<file path="src/rtl/fixed_dot_accumulator.sv">
// Accumulates Q16.16 partial dot products per vector and emits one saturated result per vector.
// Optional build macro FIXED_DOT_ACC_RELU_EN clamps negative results to zero (activation stage).
module fixed_dot_accumulator #(
  parameter int DATA_W  = 32,
  parameter int ACC_W   = 48,
  parameter int LATENCY = 2,
  parameter int CNT_W   = 8
) (
  input  logic              clk,
  input  logic              reset,
  input  logic              io_in_valid,
  input  logic              io_in_last,
  output logic              io_in_ready,
  input  logic [DATA_W-1:0] io_psum,
  output logic              io_out_valid,
  input  logic              io_out_ready,
  output logic [DATA_W-1:0] io_out_bits,
  output logic [CNT_W-1:0]  io_out_count,
  output logic              io_out_sat
);

  localparam logic [1:0] IDLE  = 2'd0;
  localparam logic [1:0] ACCUM = 2'd1;
  localparam logic [1:0] HOLD  = 2'd2;

  localparam logic signed [ACC_W-1:0] SAT_MAX = {{(ACC_W-DATA_W+1){1'b0}}, {(DATA_W-1){1'b1}}};
  localparam logic signed [ACC_W-1:0] SAT_MIN = {{(ACC_W-DATA_W+1){1'b1}}, {(DATA_W-1){1'b0}}};

  logic [1:0]              state;
  logic [LATENCY-1:0]      valid_pipe;
  logic [LATENCY-1:0]      last_pipe;
  logic signed [ACC_W-1:0] acc;
  logic signed [ACC_W-1:0] sum;
  logic [CNT_W-1:0]        count;
  logic [CNT_W-1:0]        count_next;
  logic                    blocked;
  logic                    issue;
  logic                    d_valid;
  logic                    d_last;
  logic                    handshake;
  logic [DATA_W-1:0]       result;
  logic                    result_sat;

  assign io_in_ready = !blocked;
  assign issue       = io_in_valid && io_in_ready;
  assign d_valid     = valid_pipe[LATENCY-1];
  assign d_last      = last_pipe[LATENCY-1];
  assign handshake   = io_out_valid && io_out_ready;
  assign sum         = acc + {{(ACC_W-DATA_W){io_psum[DATA_W-1]}}, io_psum};
  assign count_next  = (count == '1) ? count : count + CNT_W'(1);

  always_comb begin
    result     = sum[DATA_W-1:0];
    result_sat = 1'b0;
    if (sum > SAT_MAX) begin
      result     = {1'b0, {(DATA_W-1){1'b1}}};
      result_sat = 1'b1;
    end else if (sum < SAT_MIN) begin
      result     = {1'b1, {(DATA_W-1){1'b0}}};
      result_sat = 1'b1;
    end
`ifdef FIXED_DOT_ACC_RELU_EN
    if (result[DATA_W-1]) begin
      result = '0;
    end
`endif
  end

  always_ff @(posedge clk or posedge reset) begin
    if (reset) begin
      state        <= IDLE;
      valid_pipe   <= '0;
      last_pipe    <= '0;
      acc          <= '0;
      count        <= '0;
      blocked      <= 1'b0;
      io_out_valid <= 1'b0;
      io_out_bits  <= '0;
      io_out_count <= '0;
      io_out_sat   <= 1'b0;
    end else begin
      valid_pipe[0] <= issue;
      last_pipe[0]  <= issue && io_in_last;
      for (int unsigned i = 1; i < LATENCY; i++) begin
        valid_pipe[i] <= valid_pipe[i-1];
        last_pipe[i]  <= last_pipe[i-1];
      end

      // The dot-product pipeline cannot stall, so issue closes once a last is taken
      // and stays closed until the held result is consumed.
      if (issue && io_in_last) begin
        blocked <= 1'b1;
      end else if (handshake) begin
        blocked <= 1'b0;
      end

      case (state)
        IDLE, ACCUM: begin
          if (d_valid) begin
            acc   <= sum;
            count <= count_next;
            if (d_last) begin
              state        <= HOLD;
              io_out_valid <= 1'b1;
              io_out_bits  <= result;
              io_out_count <= count_next;
              io_out_sat   <= result_sat;
            end else begin
              state <= ACCUM;
            end
          end
        end
        HOLD: begin
          if (handshake) begin
            state        <= IDLE;
            io_out_valid <= 1'b0;
            acc          <= '0;
            count        <= '0;
          end
        end
        default: state <= IDLE;
      endcase
    end
  end

endmodule

</file>
<file path="config.mk">
export PLATFORM = sky130hd
export DESIGN_NAME = fixed_dot_accumulator
export DESIGN_NICKNAME = d
export VERILOG_FILES = /design/src/rtl/fixed_dot_accumulator.sv
export SDC_FILE = /design/constraint.sdc
export NUM_CORES = 1
export LEC_CHECK = 0
export ABC_AREA = 1
export CORE_MARGIN = 2
export CORE_UTILIZATION = 37
export DETAILED_ROUTE_END_ITERATION = 6
export GPL_ROUTABILITY_DRIVEN = 0
export SLEW_MARGIN = 20
export SYNTH_ARGS = -nofsm -noshare
export SYNTH_HDL_FRONTEND = slang
export SYNTH_SLANG_ARGS = --single-unit
</file>
<file path="constraint.sdc">
create_clock -name clk -period 4.02 [get_ports clk]
set_input_delay 0.603 -clock clk [delete_from_list [all_inputs] [get_ports clk]]
set_output_delay 0.603 -clock clk [all_outputs]
set_load 0.02 [all_outputs]
</file>
==> flow_summary_export.csv <==
group,metric,value,unit
outcome,status,"complete, no violations",
critical_path,crit-reg2reg-launch,"acc[0]",
critical_path,crit_path_start_kind,"input pin",
floorplan,row_count,55,
synthesis,ys_warn_count,0,
finish,syn_to_final_growth,18.6,%
timing,maxSlewViolCount,0,
critical_path,crit_path_start,"io_psum[31]",
clocking,cts_buffers,9,
floorplan,ios,80,
floorplan,die_y,156,um
critical_path,crit_path_cell_trace,"clkdlybuf4s50_1, buf_12, ha_1, nand2_1, nor2_1, nand3_1, inv_1, nand2_1, nor2_1, nand2_1, nand4_1, nand2_1, nor2_2, nand2_1, nor2_1, nand2_1, nand2_4, buf_12, nand2_1, nand2_1, nand2_1, nand2_1",
power,ir_worst_vdd,0.367,mV
grt,grt_first_pass_wirelength,41200,um
synthesis,yosys-top-cells-area,"dfrtp_1 31%, nand2_1 25%, inv_1 11%",
floorplan,die-area,0.0243,mm2
synthesis,synthesis.area,0.00852,mm2
grt,grtUsageMet2,36.0,%
timing,setup_tns,0,ps
clocking,cts_tree,"built",
critical_path,path_max_fanout,21,
placed_design,dp_hpwl,20100,um
grt,grt.overflow.total,0,
synthesis,syn_nets,1451,
clocking,worstSkewPairLatency,370,ps
finish,diodes,0,
critical_path,critPathKind,"in -> reg",
timing,hold_viol,0,
synthesis,synth_edf_count,0,
synthesis,yosys-top-cells-count,"558 x nand2_1, 247 x inv_1, 105 x dfrtp_1, 86 x nor2_1, 48 x ha_1",
synthesis,synth.most_common_cell,"nand2_1",
clocking,cts_setup_buffers,0,
hold_path,worstHoldPathCells,0,
routing,dr.first_iter.drc_count,455,
timing,clock_skew,8.66,ps
power,total_power,8.79,mW
placed_design,pre_cts_ws,153,ps
routing,via_count,8392,
clocking,cts.repair.resized,0,
run,cap_viol_max_count,0,
clocking,htree_levels,3,
clocking,clkTransAtPathRegs,80,ps
clocking,hold_buffers,0,
routing,viasPerCell,4.81,
synthesis,synth_top_flop_cell,"dfrtp_1",
critical_path,r2r_cells,23,
grt,top_usage_layer,"met2",
routing,drtPass1Iterations,6,
placed_design,portBuffers,79,
clocking,cts.sinks,105,
critical_path,cpMaxStageDelayCell,"clkdlybuf4s50_1",
timing,slew_headroom,44.4,%
finish,layout-drive-gt1-share,7.60,%
placed_design,dpl.cell_count,1730,
power,leakagePower,5.52,nW
timing,tightest_slew,834,ps
critical_path,ff2ff_setup_slack,870,ps
timing,rsz0062_at_grt,"no",
synthesis,synth.distinct_cells,36,
critical_path,cp-end-kind,"flop",
synthesis,netlist_instances,1365,
hold_path,hold_path_end,"last_pipe[1]",
synthesis,yosysTopAreaCell,"dfrtp_1",
synthesis,synth-seq-cells,105,
critical_path,cp.arrival,3830,ps
floorplan,die_w,156,um
grt,grt_util_met1,28.4,%
timing,finalCritPeriodShare,87.7,%
routing,ant_nets,0,
clocking,clock_path_buffers,2,
synthesis,synth_top_area_share,30.8,%
synthesis,ys_seq_area_share,30.8,%
routing,route.detailed.drc,0,
clocking,root_buffer,"clkbuf_16",
grt,gr-usage-met3,2.78,%
grt,grt_pass1_vias,8066,
critical_path,crit_top_cell,"nand2_1",
routing,wl_per_cell,14.4,um
finish,final_cell_count_no_fill,1746,
grt,antenna_found_initial,0,
grt,grt.total_usage,21.4,%
finish,nets,1542,
critical_path,cpPeakStageDelay,440,ps
floorplan,core,0.0226,mm2
critical_path,required,4320,ps
timing,worst_slack,496,ps
timing,fmax,284,MHz
grt,grt_max_degree,64,
timing,min_period,3520,ps
synthesis,syn_avg_cell_area,6.24,um2
synthesis,async_flop_share,100,%
hold_path,hold_class,"reg -> reg",
routing,wl,25200,um
critical_path,worstReg2RegEnd,"io_out_bits[3]",
floorplan,initial_core_util,37.6,%
timing,setup_viol,0,
power,p_per_area,871,mW/mm2
hold_path,hp-start,"last_pipe[0]",
-- logic make-up after synthesis --
group                      count (synthesis)  synth area share [%]
adders and majority gates                 49                  7.29
AOI/OAI and AO/OA                        121                  8.17
DFF                                      105                  30.8
xor gates and xnor gates                  33                  3.39
and+or+nand+nor                          766                  37.1
buffers and inverters                    291                  13.2
-- critical path, delay by kind of cell --
family                     cells  cell delay, ps
buffers and inverters          4             870
and+or+nand+nor               17            1900
adders and majority gates      1             410
-- layout by cell type, fill, tap and decap left out, drive strengths merged, types with 2 or more instances in the layout --
cell | netlist | routed
a21oi | 34 | 34
a31oi | 3 | 3
buf | 7 | 27
clkbuf | 19 | 9
clkdlybuf4s50 | 0 | 79
clkinv | 1 | 4
dfrtp | 105 | 105
ha | 48 | 48
inv | 264 | 268
nand2 | 577 | 577
nand3 | 49 | 49
nand3b | 5 | 5
nand4 | 11 | 11
nor2 | 106 | 106
nor3 | 14 | 14
o21a | 2 | 2
o21ai | 28 | 28
o21bai | 7 | 7
o22ai | 46 | 46
xnor2 | 28 | 28
xor2 | 5 | 5
-- metrics by stage --
| stage | hold slack [ps] | util [%] | cell area, um2 |
|---|---|---|---|
| 6_report | 355 | 44.6 | 10100 |
| 5_1_grt | 375 | 44.6 | 10100 |
| 3_5_place_dp | 339 | 43.3 | 9800 |
| 4_1_cts | 358 | 44.6 | 10100 |
| 3_3_place_gp | 334 | 43.3 | 9800 |
| 2_1_floorplan | 331 | - | 8520 |
-- layout make-up --
type                       count  area, um2
fill                        2446      12500
multi-input combinational    969       4780
sequential                   105       2630
timing repair buffer         106       1040
inverter                     265        997
tap                          285        357
clock buffer                   9        225
clock inverter                 7       72.6
-- per-layer routing --
layer,part of all wire [%],wire (um)
met5,0,0
met4,3.1,772
met2,46,11500
met3,4.5,1140
met1,47,11800
-- report_power, final --
group | internal, mW | leakage (nW) | total, mW | switching [mW]
Combinational | 2.26 | 4.08 | 6.03 | 3.77
Clock | 0.441 | 0.147 | 0.918 | 0.477
Sequential | 1.56 | 1.30 | 1.85 | 0.286
Total | 4.26 | 5.52 | 8.79 | 4.54
-- flip-flops by register name (all words and copies together) (netlist names) --
name,flops
acc,48
blocked,1
count,8
io_out_bits,32
io_out_count,8
io_out_sat,1
io_out_valid,1
last_pipe,2
state,2
valid_pipe,2
-- worst max-delay path by stage --
stage                            to
global placement    io_out_bits[23]
global route         io_out_bits[0]
detailed placement   io_out_bits[1]
floorplan                    acc[0]
CTS                 io_out_bits[23]
finish               io_out_bits[3]
Note: power is estimated with default switching activity, not from simulation.
